`src/rtl/bridge_pkg.sv`:
```
`default_nettype none
//==============================================================================
// Module   : bridge_pkg
// Brief    : Shared types and constants for the I2C-to-UART byte bridge.
// Revision : 1.0 - initial release
//==============================================================================
package bridge_pkg;

    typedef enum logic [2:0] {
        IDLE      = 3'd0,
        POP       = 3'd1,
        START     = 3'd2,
        WAIT_BUSY = 3'd3,
        WAIT_DONE = 3'd4
    } state_t;

    localparam logic [7:0] c_term_byte_default = 8'h0A;

    // Cycles WAIT_BUSY tolerates without a busy acknowledge before re-requesting.
    localparam int c_busy_timeout = 16;
    localparam int c_busy_cnt_w   = $clog2(c_busy_timeout);

endpackage
`default_nettype wire

```
`src/rtl/sync_fifo.sv`:
```
`default_nettype none
//==============================================================================
// Module   : sync_fifo
// Brief    : Single-clock byte FIFO with registered read data.
// Revision : 1.0 - initial release
//==============================================================================
module sync_fifo #(
    parameter int DEPTH = 8
) (
    input  logic                   i_CLK,
    input  logic                   i_RST,
    input  logic                   push,
    input  logic                   pop,
    input  logic [7:0]             wdata,
    output logic [7:0]             rdata,
    output logic [$clog2(DEPTH):0] level,
    output logic                   full,
    output logic                   empty
);
    localparam int          AW           = $clog2(DEPTH);
    localparam logic [AW:0] c_full_level = (AW + 1)'(DEPTH);

    logic [7:0]    mem_q [DEPTH];
    logic [AW-1:0] wr_ptr_q, wr_ptr_d;
    logic [AW-1:0] rd_ptr_q, rd_ptr_d;
    logic [AW:0]   level_q, level_d;
    logic [7:0]    rdata_q, rdata_d;
    logic          w_wr_en, w_rd_en;

    assign full    = (level_q == c_full_level);
    assign empty   = (level_q == '0);
    assign level   = level_q;
    assign rdata   = rdata_q;

    // A write into a full queue is legal only when a read frees the slot on the same edge.
    assign w_rd_en = pop & ~empty;
    assign w_wr_en = push & (~full | w_rd_en);

    always_comb begin
        wr_ptr_d = wr_ptr_q;
        rd_ptr_d = rd_ptr_q;
        level_d  = level_q;
        rdata_d  = rdata_q;
        if (w_wr_en) begin
            wr_ptr_d = wr_ptr_q + AW'(1);
        end
        if (w_rd_en) begin
            rd_ptr_d = rd_ptr_q + AW'(1);
            rdata_d  = mem_q[rd_ptr_q];
        end
        case ({w_wr_en, w_rd_en})
            2'b10:   level_d = level_q + (AW + 1)'(1);
            2'b01:   level_d = level_q - (AW + 1)'(1);
            default: level_d = level_q;
        endcase
    end

    always_ff @(posedge i_CLK) begin
        if (i_RST) begin
            wr_ptr_q <= '0;
            rd_ptr_q <= '0;
            level_q  <= '0;
            rdata_q  <= 8'h00;
        end else begin
            wr_ptr_q <= wr_ptr_d;
            rd_ptr_q <= rd_ptr_d;
            level_q  <= level_d;
            rdata_q  <= rdata_d;
        end
    end

    always_ff @(posedge i_CLK) begin
        if (w_wr_en) begin
            mem_q[wr_ptr_q] <= wdata;
        end
    end

endmodule
`default_nettype wire

```
`src/rtl/i2c_uart_bridge_ctrl.sv`:
```
`default_nettype none
//==============================================================================
// Module   : i2c_uart_bridge_ctrl
// Brief    : Queues received I2C bytes (plus optional STOP terminator) and
//            feeds them to a UART transmitter one at a time.
// Revision : 1.0 - initial release
//==============================================================================
module i2c_uart_bridge_ctrl
    import bridge_pkg::*;
#(
    parameter int         FIFO_DEPTH = 8,
    parameter bit         TERM_EN    = 1'b1,
    parameter logic [7:0] TERM_BYTE  = c_term_byte_default
) (
    input  logic                        i_CLK,
    input  logic                        i_RST,
    input  logic [7:0]                  i_rx_data,
    input  logic                        i_rx_valid,
    input  logic                        i_rx_stop,
    input  logic                        i_tx_busy,
    input  logic                        i_clr_ovf,
    output logic                        o_tx_start,
    output logic [7:0]                  o_tx_data,
    output logic [$clog2(FIFO_DEPTH):0] o_level,
    output logic                        o_full,
    output logic                        o_overflow
);
    localparam int LW = $clog2(FIFO_DEPTH) + 1;

    state_t                  state_q;
    logic                    tx_start_q;
    logic [c_busy_cnt_w-1:0] busy_cnt_q;
    logic                    term_pend_q, term_pend_d;
    logic                    overflow_q, overflow_d;

    logic [7:0]    w_rdata;
    logic [LW-1:0] w_level;
    logic          w_full, w_empty;
    logic          w_pop, w_term_fire, w_push_req, w_push_ok, w_drop;
    logic [7:0]    w_push_data;

    // Live data always wins the write port; the terminator waits for a free edge.
    assign w_term_fire = term_pend_q & ~i_rx_valid;
    assign w_push_req  = i_rx_valid | w_term_fire;
    assign w_push_data = i_rx_valid ? i_rx_data : TERM_BYTE;
    assign w_pop       = (state_q == POP);
    assign w_push_ok   = w_push_req & (~w_full | w_pop);
    assign w_drop      = w_push_req & ~w_push_ok;

    always_comb begin
        term_pend_d = 1'b0;
        if (TERM_EN) begin
            term_pend_d = term_pend_q ? ~w_term_fire : i_rx_stop;
        end
        overflow_d = w_drop | (overflow_q & ~i_clr_ovf);
    end

    always_ff @(posedge i_CLK) begin
        if (i_RST) begin
            term_pend_q <= 1'b0;
            overflow_q  <= 1'b0;
        end else begin
            term_pend_q <= term_pend_d;
            overflow_q  <= overflow_d;
        end
    end

    sync_fifo #(
        .DEPTH (FIFO_DEPTH)
    ) u_fifo (
        .i_CLK (i_CLK),
        .i_RST (i_RST),
        .push  (w_push_ok),
        .pop   (w_pop),
        .wdata (w_push_data),
        .rdata (w_rdata),
        .level (w_level),
        .full  (w_full),
        .empty (w_empty)
    );

    always_ff @(posedge i_CLK) begin
        if (i_RST) begin
            state_q    <= IDLE;
            tx_start_q <= 1'b0;
            busy_cnt_q <= '0;
        end else begin
            tx_start_q <= 1'b0;
            case (state_q)
                IDLE: begin
                    if (!w_empty && !i_tx_busy) begin
                        state_q <= POP;
                    end
                end
                POP: begin
                    state_q    <= START;
                    tx_start_q <= 1'b1;
                end
                START: begin
                    state_q    <= WAIT_BUSY;
                    busy_cnt_q <= '0;
                end
                WAIT_BUSY: begin
                    if (i_tx_busy) begin
                        state_q <= WAIT_DONE;
                    end else if (busy_cnt_q == c_busy_cnt_w'(c_busy_timeout - 1)) begin
                        state_q    <= START;
                        tx_start_q <= 1'b1;
                    end else begin
                        busy_cnt_q <= busy_cnt_q + c_busy_cnt_w'(1);
                    end
                end
                WAIT_DONE: begin
                    if (!i_tx_busy) begin
                        state_q <= IDLE;
                    end
                end
                default: state_q <= IDLE;
            endcase
        end
    end

    assign o_tx_start = tx_start_q;
    assign o_tx_data  = w_rdata;
    assign o_level    = w_level;
    assign o_full     = w_full;
    assign o_overflow = overflow_q;

endmodule
`default_nettype wire
```
`config.mk`:
```
export PLATFORM = sky130hd
export DESIGN_NAME = i2c_uart_bridge_ctrl
export DESIGN_NICKNAME = d
export VERILOG_FILES = /design/src/rtl/bridge_pkg.sv /design/src/rtl/sync_fifo.sv /design/src/rtl/i2c_uart_bridge_ctrl.sv
export SDC_FILE = /design/constraint.sdc
export NUM_CORES = 1
export LEC_CHECK = 0
export ABC_CLOCK_PERIOD_IN_PS = 7200
export CORE_MARGIN = 1
export CORE_UTILIZATION = 40
export DETAILED_ROUTE_END_ITERATION = 7
export DONT_BUFFER_PORTS = 1
export RECOVER_POWER = 100
export SLEW_MARGIN = 20
export SYNTH_ARGS = -nofsm -noshare
export SYNTH_HDL_FRONTEND = slang
export SYNTH_SLANG_ARGS = --single-unit
```
`constraint.sdc`:
```
create_clock -name i_CLK -period 7.2 [get_ports i_CLK]
set_input_delay 1.08 -clock i_CLK [delete_from_list [all_inputs] [get_ports i_CLK]]
set_output_delay 1.08 -clock i_CLK [all_outputs]
set_load 0.05 [all_outputs]
```
Word-level counts from Yosys, hierarchy flattened
Memories as Yosys holds them, arrays and structs flattened. A register that Yosys moved wholly into a read port is not among the register bits.
Cells that the tools add are included.
Widths: inputs -> output; s select.

operators by class
  add/subtract/negate cells = 5
  eq/ne operators = 13
  muxes and demuxes = 16
  bitwise logic cells = 16
  reductions and logical operators = 9

operator list
  kind                 count
  $pmux 4 s2           2
  $pmux 3 s5           1
  $mux 3               4
  $add 4x1->4 const B  2
  $eq 4x4->1 const B   2
  $mux 4               2
  $mux 8               1
  $ne 2x2->1 const B   4
  $add 3x1->3 const B  2
  $and 1x1->1          6
  $eq 3x2->1 const B   2
  $not 1->1            6
  $reduce_and 3->1     2
  $mux 1               5
  $logic_not 4->1      1
  $or 1x1->1           4
  $reduce_bool 2->1    2
  $sub 4x1->4 const B  1
  $eq 3x1->1 const B   1
  $eq 3x3->1 const B   1
  $logic_not 3->1      1
  $ne 3x3->1 const B   1
  $eq 2x1->1 const B   1
  $eq 2x2->1 const B   1
  3 further kinds      4

storage, ports and cells
  flip-flop bits (word level) = 20
  RAM bits = 64
  input port bits = 14
  output and inout port bits = 15
  memories kept = 1

memory list
  memory        words  width  rd ports  clocked after Yosys merged registers in  write ports  line             text
  u_fifo.mem_q  8      8      1         1                                        1            sync_fifo.sv:23  logic [7:0] mem_q [DEPTH];

Longest topological paths before layout
Gate-level depths: netlist (run 1).

  depth in word-level cells = 7
  gate-level depth with buffers = 11
  mapped depth without buffers = 9

By module
From an unflattened synthesis (run 1), not the netlist that was laid out.

unflattened totals
  cell total of the unflattened synthesis = 268
  area, all modules = 3922.5 sq um

modules (own cells, without submodules)
  module                instances  cells an instance  area each (sq um)  seq. area each (sq um)
  sync_fifo             1          203                3357.0             2282.2
  i2c_uart_bridge_ctrl  1          65                 565.5              200.2

Worst setup path before layout (run 1)
Ideal clock, no wire load.

  kind = reg2reg
  start = register u_fifo.level_q[0] (netlist: u_fifo.level[0])
  end = register u_fifo.level_q[3] (netlist: u_fifo.level[3])
  setup time = 0.121 ns
  arrival = 2.725 ns
  data required time = 7.079 ns
  setup slack = 4.354 ns
  stages on the path, launching flop included = 9
  path buffers = 2
  clock period less this slack = 2.846 ns
  cells stage by stage = dfxtp_1 or4_1 buf_2 and2_1 buf_6 ha_1 or3_1 o32ai_1 mux2_2

on the way
  cells in the longest elaborated chain, start to end = 7
  elaborated cells on any way between the ends = 15
  those cells by class = 2 x add/sub; 3 x eq/ne; 1 x mux; 7 x bitwise; 2 x reduce/logical

ends and longest elaborated chain
  element                                          line             text
  from (decl)                                      sync_fifo.sv:26  logic [AW:0] level_q, level_d;
  from (signal assigned)                           sync_fifo.sv:67  level_q <= level_d;
  $logic_not 4->1 *                                sync_fifo.sv:31  assign empty = (level_q == '0);
  $not 1->1 *                                      sync_fifo.sv:36  assign w_rd_en = pop & ~empty;
  $and 1x1->1 *                                    sync_fifo.sv:36
  via u_fifo.w_rd_en                               sync_fifo.sv:28  logic w_wr_en, w_rd_en;
  $or 1x1->1                                       sync_fifo.sv:37  assign w_wr_en = push & (~full | w_rd_en);
  $and 1x1->1                                      sync_fifo.sv:37
  $eq 2x1->1 or $eq 2x2->1 (tied branches)         sync_fifo.sv:51  case ({w_wr_en, w_rd_en})
  $pmux 4 s2 or $reduce_bool 2->1 (tied branches)  -

The timed path passes the listed nets; every way through them passes the cells marked *.
A chain may end at the register's enable or synchronous reset.

Final worst setup path (run 1)
  start = register state_q[0]
  end = register u_fifo.level_q[3] (netlist: u_fifo.level[3])

on the way
  cells in the longest elaborated chain, start to end = 6
  elaborated cells on any way between the ends = 10
  those cells by class = 3 x eq/ne; 1 x mux; 5 x bitwise; 1 x reduce/logical

ends and longest elaborated chain
  element                                          line                                         text
  from (decl)                                      i2c_uart_bridge_ctrl.sv:30                   state_t state_q;
  from (signal assigned)                           i2c_uart_bridge_ctrl.sv:84                   state_q <= IDLE;
  from (signal assigned)                           i2c_uart_bridge_ctrl.sv:92                   state_q <= POP;
  from (signal assigned)                           i2c_uart_bridge_ctrl.sv:96                   state_q <= START;
  $eq 3x1->1 *                                     i2c_uart_bridge_ctrl.sv:46                   assign w_pop = (state_q == POP);
  $or 1x1->1 or $and 1x1->1 (tied branches)        i2c_uart_bridge_ctrl.sv:47, sync_fifo.sv:36
  $and 1x1->1 or $or 1x1->1 (tied branches)        i2c_uart_bridge_ctrl.sv:47, sync_fifo.sv:37
  $and 1x1->1                                      sync_fifo.sv:37
  $eq 2x1->1 or $eq 2x2->1 (tied branches)         sync_fifo.sv:51
  $pmux 4 s2 or $reduce_bool 2->1 (tied branches)  -

Every way passes the cells marked *; elsewhere a longest branch is shown, timed or not.

==> results of run 1 <==
[synthesized netlist by cell type (2+ instances only)]
cell type   n  area, um^2
edfxtp_1   64        1920
dfxtp_1    28         561
nor2_1     25        93.8
mux4_2     16         360
nor3_1     15        75.1
a21oi_1    10        50.1
o22ai_1     8        50.1
and2_1      7        43.8
ha_1        6        75.1
nor2b_1     6        37.5
o21ai_0     6        30.0
a31oi_1     5        31.3
clkbuf_1    5        18.8
inv_1       5        18.8
nand2b_1    5        31.3
xor2_1      5        43.8
nand2_1     4        15.0
nand3_1     4        20.0
mux2i_1     3        30.0
or3_1       3        18.8
buf_1       2        7.51
buf_2       2        10.0
buf_6       2        22.5
mux2_2      2        22.5
nand3_2     2        20.0
or4_1       2        15.0
[area by class of cell]
class                      count  area share
inverter                       5     0.00465
sequential                    92       0.615
clock buffer                  10      0.0316
timing repair buffer           6     0.00651
clock inverter                 6      0.0171
multi-input combinational    148       0.291
tap                          111      0.0344
[how the worst max path moves through the flow]
stage,end,startpoint,slack [ns]
after floorplan,u_fifo.level[3]$_SDFFE_PP0P_,u_fifo.level[0]$_SDFFE_PP0P_,4.35
after global placement,u_fifo.level[3]$_SDFFE_PP0P_,u_fifo.level[0]$_SDFFE_PP0P_,4.10
after detailed placement,u_fifo.level[3]$_SDFFE_PP0P_,u_fifo.level[0]$_SDFFE_PP0P_,4.03
after CTS,u_fifo.level[3]$_SDFFE_PP0P_,u_fifo.level[0]$_SDFFE_PP0P_,4.01
after global routing,u_fifo.level[2]$_SDFFE_PP0P_,state_q[0]$_SDFFE_PP0P_,3.34
final,u_fifo.level[3]$_SDFFE_PP0P_,state_q[0]$_SDFFE_PP0P_,3.65
[worst max-delay path, delay by kind of cell (launching register included)]
family	cells	cell delay, ns
DFF	1	0.52
muxes	1	0.37
adders and majority gates	1	0.43
and+or+nand+nor	3	1.96
AOI/OAI and AO/OA	1	0.18
[where the power goes]
part           leakage [nW]  switching, mW  total (mW)  internal, mW
registers             0.814          0.121       0.741         0.621
clock network        0.0977          0.186       0.349         0.164
logic                 0.394          0.123       0.225         0.102
[flip-flops by register name (all words and copies together) (netlist names)]
| signal | count |
|---|---|
| u_fifo.wr_ptr_q | 3 |
| term_pend_q | 1 |
| busy_cnt_q | 4 |
| u_fifo.rd_ptr_q | 3 |
| o_overflow | 1 |
| u_fifo.level | 4 |
| state_q | 3 |
| o_tx_start | 1 |
| u_fifo.rdata | 8 |
| u_fifo.mem_q | 64 |
[kinds of logic after synthesis]
| family | after synthesis |
|---|---|
| flops | 92 |
| buf+inv | 18 |
| fa+ha+maj | 6 |
| compound gates | 35 |
| mux | 21 |
| xor+xnor | 6 |
| simple gates | 80 |
[per-layer routing]
| metal | track usage | vias to the layer above |
|---|---|---|
| li1 | - | 995 |
| met1 | 0.197 | 1055 |
| met2 | 0.254 | 27 |
| met3 | 0.0471 | 9 |
| met4 | 0.0633 | 0 |
| met5 | 0 | - |
[stage by stage]
stage | hold slack [ns] | util | std cells | instance area, um^2
after floorplan | 0.467 | - | 258 | 3770
after global placement | 0.475 | 0.423 | 362 | 3890
after detailed placement | 0.490 | 0.423 | 362 | 3890
after CTS | 0.503 | 0.444 | 378 | 4080
after global routing | 0.563 | 0.439 | 378 | 4040
final | 0.504 | 0.439 | 378 | 4040
==> results_dict.tcl, run 1 <==
set metrics [dict create \
    nets 282 \
    worst_pin_slew_ns 0.938 \
    io_buffers 0 \
    htreeDepth 3 \
    fin_crit_sh 0.493 \
    synth-xor-area-share 0.0139 \
    grt_pass1_wl_um 11200 \
    fillers 842 \
    via_per_inst 5.52 \
    slew_viol_final 0 \
    synth-seq-cells 92 \
    required_ns 7.46 \
    rr_endpoint "u_fifo.level[3]$_SDFFE_PP0P_" \
    met2_length_um 3470 \
    core-area_um2 9200 \
    synth_top_family_by_area "simple AND/OR/NAND/NOR gates" \
    routed.top_layer "met4" \
    drive_gt1_frac 0.139 \
    clock_path_buffers 2 \
    cap_viol_max_count 0 \
    synth-warning-count 0 \
    ant_nets 0 \
    r2r_cells 6 \
    start_util 0.410 \
    grt_max_degree 29 \
    worst_setup_path_end_kind "register" \
    m1WireLength_um 3210 \
    hold_buffers 0 \
    seq_area_um2 2480 \
    r2r_slack_ns 3.65 \
    status "finished, final reports clean" \
    synth-simple-area-share 0.116 \
    critical_path.max_stage_delay_ns 0.81 \
    dp_slack_ns 4.03 \
    postCtsSetupBuffers 0 \
    synth-seq-area-share 0.658 \
    power_leakage_nw 1.31 \
    peakVddDrop_v 0.000106 \
    grt_overflow 0 \
    syn_to_final_growth_pct 6.93 \
    first_pass_iters 4 \
    antenna_found_initial 0 \
    synth-async-reset-ratio 0 \
    synth_flop_cell "edfxtp_1" \
    worstSkewPairLatency_ns 0.36 \
    final_common_cell "edfxtp_1" \
    layout_common_cells "edfxtp_1 (64), dfxtp_1 (28), nor2_1 (25)" \
    power.density_nw_per_um2 326 \
    cts_tree "done" \
    met3RoutedLength_um 254 \
    clock.fmax_ghz 0.282 \
    worstSetupPathType "register to register" \
    hold_end "busy_cnt_q[1]$_SDFFE_PP0P_" \
    vias 2086 \
    finalHoldViolCount 0 \
    worstHoldPathType "register to register" \
    arrival_ns 3.81 \
    rsz0062_at_grt "no" \
    worstPathMaxFanout 12 \
    die_w_um 99.1 \
    drc 0 \
    root_buffer "clkbuf_8" \
    hold_path_depth 2 \
    mappedNetlistArea_um2 3770 \
    clock_skew_ns 0.0131 \
    numCtsBuffers 9 \
    synthCells 258 \
    muxShareOfSynthArea 0.109 \
    p_total_mw 1.32 \
    cts_sinks 92 \
    multiInputGateArea_um2 1170 \
    dieArea_um2 9830 \
    worstPathCellList "nor3b_1 > and2_0 > ha_1 > or3_1 > o32ai_1 > mux2_2" \
    rr_startpoint "state_q[0]$_SDFFE_PP0P_" \
    grt_pass1_vias 2119 \
    pin_count 29 \
    slew_headroom 0.373 \
    crit_slowest_cell "nor3b_1" \
    synth_compound_area_frac 0.0594 \
    fin_ws_ns 3.65 \
    wirelength_um 7040 \
    antennaDiodeCount 0 \
    dpl.hpwl_um 4420 \
    grt_usage 0.157 \
    min_from "busy_cnt_q[1]$_SDFFE_PP0P_" \
    die_y_um 99.1 \
    synth_fp_nets 278 \
    timing.final.crit_period_ns 3.55 \
    gp_congestion 0.701 \
    drtIter0Drc 119 \
    tns_ns 0 \
    synth.avg_cell_area_um2 14.6 \
    yosysUniqueCellTypes 42 \
    synth-edff-count 64 \
    cts-resized-gates 0 \
    rows 35 \
    routedWlPerCell_um 18.6 \
    setup_violations 0 \
    critical_path.startpoint_type "register" \
    clk_pin_slew_worst_paths_ns 0.09 \
    synthAdderAreaFrac 0.0199 \
]
Note: power is estimated with default switching activity, not from simulation.
==> inputs of run 2 (changes only) <==
ABC_CLOCK_PERIOD_IN_PS = 3200   (was 7200)
clock period = 3.2 ns   (was 7.2 ns; I/O delays follow)
==> results_dict.tcl, run 2 (synthesis gave the netlist of run 1 again) <==
set metrics [dict create \
    critPathBufInv 0 \
    fillers 841 \
    finalHoldViolCount 0 \
    fin_area_um2 4100 \
    root_buffer "clkbuf_8" \
    cts_sinks 92 \
    core-area_um2 9200 \
    start_util 0.410 \
    dpl.hpwl_um 4430 \
    grt_overflow 0 \
    cp_top_family "simple AND/OR/NAND/NOR gates" \
    grt_pass1_vias 2121 \
    power_leakage_nw 1.33 \
    clock_skew_ns 0.0126 \
    seq_area_um2 2480 \
    worstSkewPairLatency_ns 0.35 \
    power.density_nw_per_um2 738 \
    arrival_ns 2.94 \
    via_per_inst 5.42 \
    worstPathMaxFanout 10 \
    fin_ws_ns 0.546 \
    multiInputGateArea_um2 1200 \
    final_cells 386 \
    drive_gt1_frac 0.145 \
    antenna_found_initial 0 \
    status "finished, final reports clean" \
    clock.fmax_ghz 0.377 \
    hold_buffers 0 \
    worstSetupPathType "register to register" \
    syn_to_final_growth_pct 8.75 \
    grt_pass1_wl_um 11400 \
    ant_nets 0 \
    htreeDepth 3 \
    cap_viol_max_count 0 \
    drc 0 \
    worst_setup_path_end_kind "register" \
    postCtsSetupBuffers 0 \
    peakVddDrop_v 0.000285 \
    fin_crit_sh 0.829 \
    slew_viol_final 0 \
    clock_path_buffers 2 \
    layout_common_cells "edfxtp_1 (64), dfxtp_1 (28), nor2_1 (25)" \
    critical_path_cell_count 9 \
    p_int_mw 2.02 \
    p_sw_frac 0.332 \
    rows 35 \
    die_w_um 99.1 \
    pwr-share-comb 0.202 \
    wirelength_um 7190 \
    dieArea_um2 9830 \
    rsz0062_at_grt "no" \
    placed_area_um2 3950 \
    worst_pin_slew_ns 0.873 \
    worstPathCellList "or4b_1 > o22ai_4 > ha_1 > xor2_1 > ha_1 > a21oi_1 > xor2_1 > or3_1 > a21oi_1" \
    setup_violations 0 \
    worstHoldPathType "primary input to register" \
    timing.final.crit_period_ns 2.65 \
    pwr-share-seq 0.527 \
    crit_slowest_cell "or4b_1" \
    p_clk_frac 0.271 \
    first_pass_iters 4 \
    nets 290 \
    required_ns 3.49 \
    grt_max_degree 29 \
    cts_tree "done" \
    gp_congestion 0.759 \
    critical_path.startpoint_type "register" \
    largest_reg_flops 64 \
    final_common_cell "edfxtp_1" \
    critical_path.max_stage_delay_ns 0.60 \
    slew_headroom 0.417 \
    vias 2093 \
    antennaDiodeCount 0 \
    numCtsBuffers 9 \
    switchingPower_mw 1.00 \
    grt_usage 0.158 \
    tns_ns 0 \
    pin_count 29 \
    io_buffers 0 \
    cts-resized-gates 0 \
    largest-register "u_fifo.mem_q" \
    dp_cells 370 \
    drtIter0Drc 114 \
    r2r_cells 9 \
    fin_util 0.446 \
    die_y_um 99.1 \
    hold_path_depth 1 \
    routedWlPerCell_um 18.6 \
    dp_slack_ns 0.611 \
    clk_pin_slew_worst_paths_ns 0.10 \
]
[run 2: cell types whose count changed in the layout (fill, tap and decap cells not counted)]
| cell | change |
|---|---|
| clkinv_2 | -1 |
| o22ai_1 | -1 |
| clkbuf_1 | +7 |
| nor3b_4 | +1 |
| inv_8 | +2 |
| o22ai_4 | +1 |
| nor3b_1 | -1 |
[run 2: layer usage]
metal / wire (um) / GRT usage / up-vias / part of all wire
li1: - / - / 1011 / -
met2: 3630 / 0.255 / 36 / 0.50
met3: 272 / 0.0372 / 3 / 0.038
met1: 3240 / 0.205 / 1043 / 0.45
met5: 0 / 0 / - / 0
met4: 45 / 0.0701 / 0 / 0.0063
[run 2: cell type report]
| class | instances | share of cell area |
|---|---|---|
| inverters | 5 | 0.00457 |
| flip-flops and latches | 92 | 0.605 |
| clock inverters | 7 | 0.0210 |
| multi-input cells | 148 | 0.292 |
| repair buffers | 14 | 0.0137 |
| well taps | 111 | 0.0338 |
| clock buffers | 9 | 0.0302 |
[run 2: final timing paths]
path | start | endpoint | slack [ns]
worst max register to register | u_fifo.level[2]$_SDFFE_PP0P_ | u_fifo.level[2]$_SDFFE_PP0P_ | 0.55
worst min-delay path | i_RST | u_fifo.rd_ptr_q[0]$_SDFFE_PP0P_ | 0.18
worst min register to register | busy_cnt_q[1]$_SDFFE_PP0P_ | busy_cnt_q[1]$_SDFFE_PP0P_ | 0.49
worst max-delay path | u_fifo.level[2]$_SDFFE_PP0P_ | u_fifo.level[2]$_SDFFE_PP0P_ | 0.55
[run 2: power by group through the flow]
| stage | Clock [mW] | Sequential (mW) | Combinational, mW |
|---|---|---|---|
| floorplan | 0 | 1.65 | 0.476 |
| global placement | 0 | 1.62 | 0.642 |
| detailed placement | 0 | 1.62 | 0.643 |
| CTS | 0.841 | 1.60 | 0.648 |
| global route | 0.886 | 1.61 | 0.678 |
| finish | 0.820 | 1.60 | 0.613 |
[run 2: through the flow]
stage          hold slack [ns]  power [mW]
5_1_grt                  0.172        3.18
6_report                 0.184        3.03
3_5_place_dp             0.489        2.27
4_1_cts                  0.168        3.09
2_1_floorplan            0.467        2.12
3_3_place_gp             0.479        2.26
[run 2: worst register-to-register path: stages, from the launching register on]
cell     delay, ns
dfxtp_1       0.38
or4b_1        0.60
o22ai_4       0.29
ha_1          0.32
xor2_1        0.17
ha_1          0.16
a21oi_1       0.05
xor2_1        0.18
or3_1         0.31
a21oi_1       0.14
